`src/rtl/sdram_mc_ctrl.sv`:
```
// SDRAM command controller: power-up sequence, round-robin arbitration of
// NCH requesters, single-word ACT/READ/WRITE with auto-precharge, and
// periodic auto-refresh. Command, address and DQ outputs are all registered,
// so the command belonging to a state is on the pins in the cycle that
// state is current.
//
// Requester handshake: a channel raises ireq[k] with iwe/iaddr/iwdata stable
// and holds all of them until oack[k] pulses for one cycle; it must drop
// ireq[k] in that ack cycle. For reads, ordata is valid in the ack cycle and
// holds until the next read completes. A request raised before oinit_done
// simply waits; a reset aborts any access without an ack.
module sdram_mc_ctrl #(
    parameter int NCH          = 2,
    parameter int BA_W         = 2,
    parameter int ROW_W        = 13,
    parameter int COL_W        = 10,
    parameter int DATA_W       = 16,
    parameter int T_INIT       = 20000,
    parameter int TRCD         = 2,
    parameter int CAS_LAT      = 2,
    parameter int TRP          = 2,
    parameter int TRFC         = 7,
    parameter int REF_INTERVAL = 780
) (
    input  logic                            iclk,
    input  logic                            ireset,
    input  logic [NCH-1:0]                  ireq,
    input  logic [NCH-1:0]                  iwe,
    input  logic [NCH*(BA_W+ROW_W+COL_W)-1:0] iaddr,
    input  logic [NCH*DATA_W-1:0]           iwdata,
    output logic [NCH-1:0]                  oack,
    output logic [DATA_W-1:0]               ordata,
    output logic                            oinit_done,
    output logic [ROW_W-1:0]                DRAM_ADDR,
    output logic [BA_W-1:0]                 DRAM_BA,
    output logic                            DRAM_CS_N,
    output logic                            DRAM_RAS_N,
    output logic                            DRAM_CAS_N,
    output logic                            DRAM_WE_N,
    output logic                            DRAM_CKE,
    output logic                            DRAM_LDQM,
    output logic                            DRAM_UDQM,
    input  logic [DATA_W-1:0]               idq,
    output logic [DATA_W-1:0]               odq,
    output logic                            odq_oe
);

    localparam int AW = BA_W + ROW_W + COL_W;
    localparam int PW = (NCH > 1) ? $clog2(NCH) : 1;

    // {CS_N, RAS_N, CAS_N, WE_N}
    localparam logic [3:0] CMD_NOP   = 4'b0111;
    localparam logic [3:0] CMD_ACT   = 4'b0011;
    localparam logic [3:0] CMD_READ  = 4'b0101;
    localparam logic [3:0] CMD_WRITE = 4'b0100;
    localparam logic [3:0] CMD_PRE   = 4'b0010;
    localparam logic [3:0] CMD_REF   = 4'b0001;
    localparam logic [3:0] CMD_MRS   = 4'b0000;

    localparam logic [ROW_W-1:0] A10      = ROW_W'(1024);
    localparam logic [ROW_W-1:0] MODE_REG = ROW_W'((CAS_LAT % 8) * 16);

    typedef enum logic [3:0] {
        ST_INIT_WAIT, ST_INIT_PRE, ST_INIT_REF, ST_INIT_MRS, ST_IDLE,
        ST_ACT, ST_RCD_WAIT, ST_WR, ST_RD, ST_CAS_WAIT, ST_RP_WAIT,
        ST_REF, ST_RFC_WAIT
    } state_t;

    state_t              state, state_d;
    logic [31:0]         cnt, cnt_d;
    logic [3:0]          cmd, cmd_d;
    logic [ROW_W-1:0]    addr_d, cas_addr;
    logic [BA_W-1:0]     ba_d;
    logic [DATA_W-1:0]   odq_d, rd_cap;
    logic                oe_d, ack_set, grant_take, ref_clr, done_set, cap_en, go_cas;
    logic [NCH-1:0]      elig;
    logic                arb_found, arb_we;
    logic [PW-1:0]       arb_idx, rr_ptr, g_idx;
    logic [AW-1:0]       arb_addr;
    logic [DATA_W-1:0]   arb_wdata, g_wdata;
    logic                g_we;
    logic [BA_W-1:0]     g_bank;
    logic [COL_W-1:0]    g_col;
    logic [31:0]         ref_cnt;
    logic                ref_pending, ref_wrap;

    assign {DRAM_CS_N, DRAM_RAS_N, DRAM_CAS_N, DRAM_WE_N} = cmd;
    assign DRAM_CKE  = 1'b1;
    assign DRAM_LDQM = 1'b0;
    assign DRAM_UDQM = 1'b0;
    assign cas_addr  = ROW_W'(g_col) | A10;
    // The channel being acked this cycle has already been served.
    assign elig      = ireq & ~oack;
    assign ref_wrap  = oinit_done && (ref_cnt == 32'(REF_INTERVAL - 1));

    // Round-robin search: first eligible channel at or above the pointer, else wrap.
    always_comb begin
        arb_found = 1'b0;
        arb_idx   = '0;
        arb_addr  = '0;
        arb_wdata = '0;
        arb_we    = 1'b0;
        for (int j = 0; j < NCH; j++) begin
            if (!arb_found && elig[j] && (PW'(j) >= rr_ptr)) begin
                arb_found = 1'b1;
                arb_idx   = PW'(j);
                arb_addr  = iaddr[j*AW +: AW];
                arb_wdata = iwdata[j*DATA_W +: DATA_W];
                arb_we    = iwe[j];
            end
        end
        for (int j = 0; j < NCH; j++) begin
            if (!arb_found && elig[j] && (PW'(j) < rr_ptr)) begin
                arb_found = 1'b1;
                arb_idx   = PW'(j);
                arb_addr  = iaddr[j*AW +: AW];
                arb_wdata = iwdata[j*DATA_W +: DATA_W];
                arb_we    = iwe[j];
            end
        end
    end

    // Next state, wait counter and the command to register for the next cycle.
    always_comb begin
        state_d    = state;
        cnt_d      = cnt + 32'd1;
        cmd_d      = CMD_NOP;
        addr_d     = '0;
        ba_d       = '0;
        odq_d      = '0;
        oe_d       = 1'b0;
        ack_set    = 1'b0;
        grant_take = 1'b0;
        ref_clr    = 1'b0;
        done_set   = 1'b0;
        cap_en     = 1'b0;
        go_cas     = 1'b0;
        case (state)
            ST_INIT_WAIT: if (cnt == 32'(T_INIT - 1)) begin
                state_d = ST_INIT_PRE; cnt_d = '0; cmd_d = CMD_PRE; addr_d = A10;
            end
            ST_INIT_PRE: if (cnt == 32'(TRP)) begin
                state_d = ST_INIT_REF; cnt_d = '0; cmd_d = CMD_REF;
            end
            // Two refreshes: one at count 0, the second at count TRFC+1.
            ST_INIT_REF: begin
                if (cnt == 32'(TRFC)) begin
                    cmd_d = CMD_REF;
                end else if (cnt == 32'(2 * TRFC + 1)) begin
                    state_d = ST_INIT_MRS; cnt_d = '0; cmd_d = CMD_MRS; addr_d = MODE_REG;
                end
            end
            ST_INIT_MRS: if (cnt == 32'd2) begin
                state_d = ST_IDLE; cnt_d = '0; done_set = 1'b1;
            end
            ST_IDLE: begin
                cnt_d = '0;
                if (ref_pending) begin
                    state_d = ST_REF; cmd_d = CMD_REF;
                end else if (arb_found) begin
                    state_d    = ST_ACT;
                    cmd_d      = CMD_ACT;
                    ba_d       = arb_addr[COL_W+ROW_W +: BA_W];
                    addr_d     = arb_addr[COL_W +: ROW_W];
                    grant_take = 1'b1;
                end
            end
            ST_ACT: begin
                cnt_d = '0;
                if (TRCD > 1) state_d = ST_RCD_WAIT;
                else          go_cas  = 1'b1;
            end
            ST_RCD_WAIT: if (cnt == 32'(TRCD - 2)) go_cas = 1'b1;
            ST_WR: begin
                state_d = ST_RP_WAIT; cnt_d = '0;
            end
            ST_RD: begin
                state_d = ST_CAS_WAIT; cnt_d = '0;
            end
            // Data arrives CAS_LAT cycles after READ; the read then owes TRP cycles.
            ST_CAS_WAIT: if (cnt == 32'(CAS_LAT - 1)) begin
                cap_en = 1'b1;
                if (TRP == 0) begin
                    state_d = ST_IDLE; cnt_d = '0; ack_set = 1'b1;
                end else begin
                    state_d = ST_RP_WAIT; cnt_d = 32'd1;
                end
            end
            // Writes enter at 0 (TRP+1 NOPs for write recovery), reads at 1 (TRP NOPs).
            ST_RP_WAIT: if (cnt == 32'(TRP)) begin
                state_d = ST_IDLE; cnt_d = '0; ack_set = 1'b1;
            end
            ST_REF: begin
                state_d = ST_RFC_WAIT; cnt_d = '0;
            end
            ST_RFC_WAIT: if (cnt == 32'(TRFC - 1)) begin
                state_d = ST_IDLE; cnt_d = '0; ref_clr = 1'b1;
            end
            default: begin
                state_d = ST_INIT_WAIT; cnt_d = '0;
            end
        endcase
        if (go_cas) begin
            state_d = g_we ? ST_WR : ST_RD;
            cmd_d   = g_we ? CMD_WRITE : CMD_READ;
            ba_d    = g_bank;
            addr_d  = cas_addr;
            odq_d   = g_we ? g_wdata : '0;
            oe_d    = g_we;
        end
    end

    // State register and wait counter.
    always_ff @(posedge iclk) begin
        if (ireset) begin
            state <= ST_INIT_WAIT;
            cnt   <= '0;
        end else begin
            state <= state_d;
            cnt   <= cnt_d;
        end
    end

    // Registered pins, grant latch, read capture and refresh scheduling.
    always_ff @(posedge iclk) begin
        if (ireset) begin
            cmd         <= CMD_NOP;
            DRAM_ADDR   <= '0;
            DRAM_BA     <= '0;
            odq         <= '0;
            odq_oe      <= 1'b0;
            oack        <= '0;
            ordata      <= '0;
            oinit_done  <= 1'b0;
            rr_ptr      <= '0;
            g_idx       <= '0;
            g_we        <= 1'b0;
            g_bank      <= '0;
            g_col       <= '0;
            g_wdata     <= '0;
            rd_cap      <= '0;
            ref_cnt     <= '0;
            ref_pending <= 1'b0;
        end else begin
            cmd       <= cmd_d;
            DRAM_ADDR <= addr_d;
            DRAM_BA   <= ba_d;
            odq       <= odq_d;
            odq_oe    <= oe_d;
            oack      <= ack_set ? (NCH'(1) << g_idx) : '0;
            if (ack_set && !g_we) ordata <= cap_en ? idq : rd_cap;
            if (cap_en) rd_cap <= idq;
            if (done_set) oinit_done <= 1'b1;
            if (grant_take) begin
                g_idx   <= arb_idx;
                g_we    <= arb_we;
                g_bank  <= arb_addr[COL_W+ROW_W +: BA_W];
                g_col   <= arb_addr[COL_W-1:0];
                g_wdata <= arb_wdata;
                rr_ptr  <= (arb_idx == PW'(NCH - 1)) ? '0 : arb_idx + 1'b1;
            end
            if (oinit_done) ref_cnt <= ref_wrap ? '0 : ref_cnt + 32'd1;
            if (ref_wrap)     ref_pending <= 1'b1;
            else if (ref_clr) ref_pending <= 1'b0;
        end
    end

endmodule

```
`config.mk`:
```
export PLATFORM = sky130hd
export DESIGN_NAME = sdram_mc_ctrl
export DESIGN_NICKNAME = d
export VERILOG_FILES = /design/src/rtl/sdram_mc_ctrl.sv
export SDC_FILE = /design/constraint.sdc
export NUM_CORES = 1
export LEC_CHECK = 0
export ABC_AREA = 1
export CORE_ASPECT_RATIO = 1.25
export CORE_MARGIN = 4
export CORE_UTILIZATION = 58
export DETAILED_ROUTE_END_ITERATION = 7
export DONT_BUFFER_PORTS = 1
export PLACE_DENSITY = 0.79
export SYNTH_ARGS = -nofsm -noshare
export SYNTH_HDL_FRONTEND = slang
export SYNTH_SLANG_ARGS = --single-unit
```
`constraint.sdc`:
```
create_clock -name iclk -period 2 [get_ports iclk]
set_clock_uncertainty 0.15 [all_clocks]
set_input_delay 0.4 -clock iclk [delete_from_list [all_inputs] [get_ports iclk]]
set_output_delay 0.4 -clock iclk [all_outputs]
set_load 0.05 [all_outputs]
```
-- Yosys cells after proc, flatten, opt, wreduce, memory -nomap -nowiden
Index checks and enable logic that the tools add are counted.
- magnitude comparators: 4
- add/sub/neg operators: 3
- div/mod/pow operators: 0
- bitwise gates (word level): 5
- mux-type cells: 75
- reductions and logical operators: 23
- multiply operators: 0
- shifts and indexed selects: 1
- eq/ne operators: 28
- operators with widths (cell ; number):
    2-to-1 mux 32 bit ; 7
    case mux 32 bit (6 select lines) ; 1
    2-to-1 mux 25 bit ; 4
    2-to-1 mux 16 bit ; 5
    adder 32 x 1 -> 32 bit, second input constant ; 2
    == test 32 x 3 -> 1 bit, second input constant ; 2
    2-to-1 mux 4 bit ; 12
    case mux 4 bit (12 select lines) ; 1
    case mux 13 bit (3 select lines) ; 1
    == test 32 x 1 -> 1 bit, second input constant ; 1
    == test 32 x 10 -> 1 bit, second input constant ; 1
    == test 32 x 15 -> 1 bit, second input constant ; 1
    == test 32 x 2 -> 1 bit, second input constant ; 1
    == test 32 x 4 -> 1 bit, second input constant ; 1
    zero test 32 bit ; 1
    2-to-1 mux 1 bit ; 27
    2-to-1 mux 13 bit ; 2
    2-to-1 mux 11 bit ; 2
    == test 4 bit, second input constant ; 5
    2-to-1 mux 3 bit ; 6
    != test 3 bit, second input constant ; 6
    == test 4 x 3 -> 1 bit, second input constant ; 4
    2-to-1 mux 6 bit ; 2
    case mux 3 bit (4 select lines) ; 1
    other kinds (20) ; 43
- bits in latches: 0
- register bits after elaboration: 171
- ROM bits: 0
- memory bits (writable): 0
- input bits: 104
- output and inout port bits: 58
- memories kept: 0

-- Longest topological paths before layout
Gate-level depths: netlist (run 1).
- depth after elaboration: 20
- depth in mapped cells: 14
- depth with buffers taken out: 14

-- Worst setup path after synthesis (run 1)
OpenSTA, ideal clock, no wires.
- path type: register to register
- from: register oinit_done
- to: register ref_cnt[23]
- period minus slack after synthesis: 2133 ps
- data required time: 1735 ps
- path buffers: 1
- arrival: 1868 ps
- library setup time: 115 ps
- cell stages (with the launch flop): 11
- setup slack: -133 ps
- path through: dfxtp_1 -> buf_4 -> inv_2 -> nor2_1 -> nand3_2 -> nor3_2 -> nand3_2 -> nor2_2 -> nand3_1 -> nand2_1 -> nor2_1
- cells in the longest elaborated chain, start to end: 2
- RTL lines (what ; line ; text):
    from (decl) ; 33 ; output logic oinit_done,
    from (signal assigned) ; 234 ; oinit_done <= 1'b0;
    from (signal assigned) ; 253 ; if (done_set) oinit_done <= 1'b1;
    logical AND 1 bit ; 94 ; assign ref_wrap = oinit_done && (ref_cnt == 32'(REF_INTERVAL - 1));
    2-to-1 mux 32 bit ; 262 ; if (oinit_done) ref_cnt <= ref_wrap ? '0 : ref_cnt + 32'd1;
    to (signal assigned) ; 262 ;
    to (decl) ; 84 ; logic [31:0] ref_cnt;
Several ways; a longest one is shown, not always the timed one.
A chain may end at the register's enable or synchronous reset.

-- Final worst setup path (run 1)
- from: register cnt[0]
- to: register ordata[9]
- cells in the longest elaborated chain, start to end: 4
- elaborated cells on any way between the ends: 8
- those cells by class: eq/ne (2); mux (5); reduce/logical (1)
- RTL lines (what ; line ; text):
    from (decl) ; 70 ; logic [31:0] cnt, cnt_d;
    from (signal assigned) ; 220 ; cnt <= cnt_d;
    == test 32 x 1 -> 1 bit or == test 32 x 2 -> 1 bit (tied branches) ; 181, 190 ;
    2-to-1 mux 1 bit, on equally long branches ; 181, 190 ;
    2-to-1 mux 1 bit ; 138 ; case (state)
    2-to-1 mux 16 bit or logical AND 1 bit (tied branches) ; n/a ;
    to (signal assigned) ; 251 ; if (ack_set && !g_we) ordata <= cap_en ? idq : rd_cap;
    to (decl) ; 32 ; output logic [DATA_W-1:0] ordata,
Several ways; a longest one is shown, not always the timed one.

==> metrics, run 1 <==
status=finished, violations left; failing checks=negative hold slack, negative setup slack; drt drc=0; post-synth top area share=0.380; vias in the first global route=about 8400; Post-Synthesis Cells=1296; H-tree depth=4; CP Max Fanout=8; clock tree buffer depth=2; hold depth=2; R2R depth=11; max-capacitance violation count=0; Crit. End Element=register; Row Count=50; sequential fraction of the synthesis area=0.380; warnings from Yosys=0; Clock transition at path regs=approximately 70 ps; Final WS setup=-62.4 ps; top post-synthesis cells by area=dfxtp_1 38%, nand2_1 11%, nor2_1 7.8%; worst setup path class=register to register; Starting Density=0.594; Startpoint Class=register; worst-margin pin slew=around 600 ps; Critical-path top delay cell=dfxtp_4; first-pass GRT wire length=40100 um; Mean Syn Cell Area=between 6 and 7 um2; Antenna Nets Post-Route=0; largest net degree at the start of global routing=84; number of library cell types mapped by synthesis=between 40 and 50; share of layout cells above drive strength 1=0.213; root buf cell=clkbuf_16; Slew headroom=0.599; #FFs+latches synth=170; Post-synth EDFFs=0; Primary FF master, synth=dfxtp_1; worst hold path type=input pin to register; Peak VDD IR=722 uV; GRT overflow=0; iteration-0 DRC count of the detailed router=just over 800; RSZ-0062 raised after global routing=true; Req. time, crit path=roughly 2200 ps; Worst-Skew Late Latency=440 ps; FMAX=485 MHz; Power, Total=approximately 0.0093 W; Multi-input gate area=between 4000 and 5000 um2; Clock Sinks=170; final count of pins violating max slew=0; width of the die=119 um; initial antenna violation count=0; synth cell count leaders=260 x nand2_1, 185 x nor2_1, 170 x dfxtp_1; Post-synth ARST share=0; crit path cell chain=buf_6 > ha_1 > nand2_1 > nor2_1 > nand2_2 > nor2_4 > nand2_4 > clkbuf_16 > o21ai_1 > a21oi_1 > o21a_1; final wirelength=roughly 28000 um; CTS tree=built; critical path arrival=2240 ps; die area=between 15000 and 20000 um2; CP peak stage delay=between 400 and 500 ps; Die Ht=roughly 150 um; gpl congestion=0.945; top-count cell post-synth=nand2_1; Nets=~1500; power per cell area=roughly 820 nW/um2; IO buf count=0; setup violation total in the final timing report=7; Tmin final=just over 2000 ps; final hold violation count=16; Ant. Diodes=0; Reg area=between 3000 and 4000 um2; DR vias=around 9400; crit share post-route=1.03; WHS=-37.1 ps; leakage=4.64 nW; routed len/inst=16.8 um; DR pass1 iterations=5; Netlist Area Pre-Place=just under 9000 um2; Final Util=0.750; cts bufs inserted=17; IO Pins=roughly 160; Core ar.=roughly 15000 um2; Final HPWL DP=around 19000 um; # fillers=between 1000 and 1500; Layout area overhead=26.3%; vias per cell=5.70; Overall Global Routing Usage=0.280; Synth area leader=dfxtp_1
## cells by family (layout without fill, tap and decap cells)
logic type                 Yosys count  count (layout)  synth area share
other                                2               4          0.000839
adders and majority gates            5               5           0.00699
AOI/OAI and AO/OA                  227             227             0.162
buffers and inverters              234             370             0.108
and+or+nand+nor                    638             639             0.322
xor gates and xnor gates            20              20            0.0196
DFF                                170             170             0.380
## placed cells by master, fill, tap and decap left out, types with 6 or more instances in the layout
cell           count
o21ai_2            8
buf_4             96
a221oi_1          10
o21ai_0           25
a21oi_1           42
o21ai_1           28
nand2_2           20
nand2_1          251
dfxtp_1          152
nand4_1           37
nor2_2            34
o21a_1            16
a31oi_1           17
nor2_4            19
inv_2             25
nor3_2            10
inv_6              6
dfxtp_2           15
nor3_1            22
clkbuf_16         19
a32oi_1           11
xor2_1            17
inv_1            155
o211ai_1          49
dlygate4sd3_1     48
nand3_2            7
nor2_1           156
nor4_1             8
nand3_1           57
## final cells by class
cell class              count  area share
well taps                 208      0.0230
repair buffers            154       0.122
multi-input cells         895       0.437
clock buffers              17      0.0376
flip-flops and latches    170       0.304
inverters                 184      0.0622
clock inverters            15      0.0137
## final timing paths
check,from,endpoint,slack (ps)
max,cnt[0],ordata[9],-60
min,idq[15],rd_cap[15],-40
max reg2reg,cnt[0],ordata[9],-60
min reg2reg,g_wdata[1],odq[1],280
## timing repair
item,4_1_cts,5_1_grt
buffers inserted,1,8
endpoints found under the hold margin,80,69
resized for setup,15,114
gates cloned,1,3
hold buffers,4,45
endpoints found under the setup margin,25,115
pin swaps,4,38
## critical path: cells and delay by family, from the launching register on
kind / cells / cell delay (ps)
DFF: 1 / 410
buffers and inverters: 2 / 300
adders and majority gates: 1 / 140
and+or+nand+nor: 5 / 500
AOI/OAI and AO/OA: 3 / 460
## sequential cells by signal (all words and copies together) (netlist names), 2 cells and up
register and count:
DRAM_ADDR 13, DRAM_BA 2, cmd 3, cnt 32, g_bank 2, g_col 10, g_wdata 16, oack 2
odq 16, ordata 16, rd_cap 16, ref_cnt 32, state 4
## per-layer routing
metal | global-route usage | vias up | part of all wire
li1 | - | 4525 | -
met1 | 0.322 | 4266 | 0.38
met2 | 0.490 | 446 | 0.50
met3 | 0.0616 | 126 | 0.065
met4 | 0.132 | 0 | 0.051
met5 | 0 | - | 0
## power breakdown
| group | switching (W) | internal, W | leakage (nW) | total [W] |
|---|---|---|---|---|
| Sequential | 0.000303 | 0.00355 | 1.38 | 0.00386 |
| Clock | 0.00149 | 0.00176 | 0.282 | 0.00325 |
| Combinational | 0.00141 | 0.000783 | 2.98 | 0.00220 |
## stage by stage
step                hold WS (ps)  area, um2  setup TNS (ps)  instances  worst slack [ps]
floorplan                    258       8960               0       1298              44.6
global placement             260       9680            -548       1549             -69.1
detailed placement           268       9680           -1000       1549             -99.2
CTS                         -136      10400          -0.655       1587            -0.655
global route               -9.42      11300           -2740       1643              -169
finish                     -37.1      11300            -135       1643             -62.4
Power figures use the tool's default switching activity.
==> run 2, diff against run 1 <==
--- a/config.mk
+++ b/config.mk
@@ -11,7 +11,7 @@
 export CORE_UTILIZATION = 58
 export DETAILED_ROUTE_END_ITERATION = 7
 export DONT_BUFFER_PORTS = 1
-export PLACE_DENSITY = 0.79
+export PLACE_DENSITY_LB_ADDON = 0.05
 export SYNTH_ARGS = -nofsm -noshare
 export SYNTH_HDL_FRONTEND = slang
 export SYNTH_SLANG_ARGS = --single-unit
==> constraint.sdc (replaced) <==
create_clock -name iclk -period 2 [get_ports iclk]
set_clock_uncertainty 0.15 [all_clocks]
set_input_delay 0.3 -clock iclk [delete_from_list [all_inputs] [get_ports iclk]]
set_output_delay 0.3 -clock iclk [all_outputs]
set_load 0.05 [all_outputs]
==> run 2 against run 1 <==
- the run still ends with negative hold slack, negative setup slack left
- final area down 0.55%
- register-to-register slack better by 20 ps
- sequential share of layout area increased by 0.16 points
- utilization shrank 0.41 points
- critical endpoint is now cnt[2]
- critical path depth up 1
- sequential power about the same
- combinational power up 5%
- cell count fell by 0.24%
- non-clock buffer count fell by 4
- clock power is essentially flat
- worst setup slack better by 15 ps
==> metrics, run 2 (synthesis gave the netlist of run 1 again) <==
status=finished, violations left; failing checks=negative hold slack, negative setup slack; Peak VDD IR=638 uV; Startpoint Class=register; # fillers=~1200; DR pass1 iterations=6; cell mode on critical path=nor2_2; crit share post-route=1.02; CP bufs+invs=3; max-capacitance violation count=0; clock tree buffer depth=2; width of the die=roughly 120 um; hold depth=1; gpl congestion=~0.92; Clock Sinks=170; H-tree depth=4; setup violation total in the final timing report=10; Slew headroom=0.622; commonest non-fill, non-tap cell in the layout=nand2_1; Critical-path top delay cell=dfxtp_1; final count of pins violating max slew=0; CP peak stage delay=340 ps; crit path cell chain=nor2_2 > nand2_2 > nor2_8 > buf_4 > nand3_1 > nor2_2 > nor2_2 > inv_2 > nand4_1 > o21ai_2 > buf_6 > nor2_1; Core ar.=around 15000 um2; Metal-1 WL=between 10000 and 15000 um; Die Ht=147 um; Req. time, crit path=between 2000 and 2500 ps; Regs by FF count=cnt: 32 flops, ref_cnt: 32 flops; fin area=~11000 um2; vias in the first global route=just under 9000; Final WS setup=-47.1 ps; Worst path top cell family by delay=simple AND/OR/NAND/NOR gates; Post-DP Area=between 9000 and 10000 um2; CP Depth=12; R2R depth=12; most frequent cells in the layout=249 x nand2_1, 161 x nor2_1, 155 x inv_1, 153 x dfxtp_1, 106 x buf_4; Multi-input gate area=about 4900 um2; Clock transition at path regs=70 ps; Antenna Nets Post-Route=0; Overall Global Routing Usage=0.290; critical path arrival=roughly 2200 ps; largest net degree at the start of global routing=between 80 and 90; root buf cell=clkbuf_16; Layout area overhead=25.6%; worst hold path type=input pin to register; Final Util=0.746; power per cell area=between 800 and 900 nW/um2; Worst-Skew Late Latency=~440 ps; metal3 WL=roughly 1700 um; DR top layer=met4; Crit. End Element=register; routed len/inst=16.3 um; initial antenna violation count=0; worst setup path class=register to register; FMAX=488 MHz; DR vias=just over 9000; IO buf count=0; cts bufs inserted=17; CTS hold repair buffers=28; Row Count=50; IO Pins=162; share of layout cells above drive strength 1=0.219; vias per cell=approximately 5.6; die area=17500 um2; Final HPWL DP=between 15000 and 20000 um; first-pass GRT wire length=approximately 42000 um; RSZ-0062 raised after global routing=true; Ant. Diodes=0; final wirelength=~27000 um; leakage=between 4 and 5 nW; iteration-0 DRC count of the detailed router=920; worst-margin pin slew=roughly 570 ps; Nets=between 1500 and 2000; WHS=-202 ps; Routed met2 length=13400 um; Tmin final=just over 2000 ps; drt drc=0; Starting Density=0.594; Reg area=between 3000 and 4000 um2; final hold violation count=80; CTS tree=built; GRT overflow=0; CP Max Fanout=8
run 2: path summary, 6_finish.rpt:
kind	start	endpoint	slack, ps
worst min register to register	g_wdata[1]	odq[1]	280
worst max-delay path	cnt[12]	cnt[2]	-50
worst min-delay path	ireset	g_col[5]	-200
worst max register to register	cnt[12]	cnt[2]	-50
run 2: metal layers:
layer,vias up,GRT usage
li1,4517,-
met2,372,0.506
met5,-,0
met3,103,0.0712
met1,4267,0.324
met4,0,0.157
run 2: per-stage QoR:
stage	std cells	worst slack [ps]	power (W)	setup TNS, ps
2_1_floorplan	1298	44.6	0.00520	0
3_3_place_gp	1565	-75.9	0.00586	-282
3_5_place_dp	1565	-59.0	0.00585	-280
4_1_cts	1626	0.250	0.00917	0
5_1_grt	1639	-148	0.00986	-2190
6_report	1639	-47.1	0.00943	-336
run 2: power breakdown:
part	switching (W)	internal, W	total [W]	leakage, nW
clock network	0.00151	0.00176	0.00327	0.266
logic	0.00139	0.000918	0.00231	2.94
registers	0.000298	0.00355	0.00385	1.38
run 2: timing repair:
item                                   CTS  global route
setup buffers                            0            12
pin swaps                                1            22
endpoints found under the hold margin   97            84
gates resized for setup                  9           116
setup endpoints to repair               32           136
cloned                                   1             3
run 2: final cells by class:
| cell class | instances | share of cell area |
|---|---|---|
| Inverter | 184 | 0.0619 |
| Sequential cell | 170 | 0.305 |
| Clock inverter | 15 | 0.0138 |
| Timing Repair Buffer | 150 | 0.120 |
| Tap cell | 208 | 0.0231 |
| Multi-Input combinational cell | 895 | 0.438 |
| Clock buffer | 17 | 0.0378 |
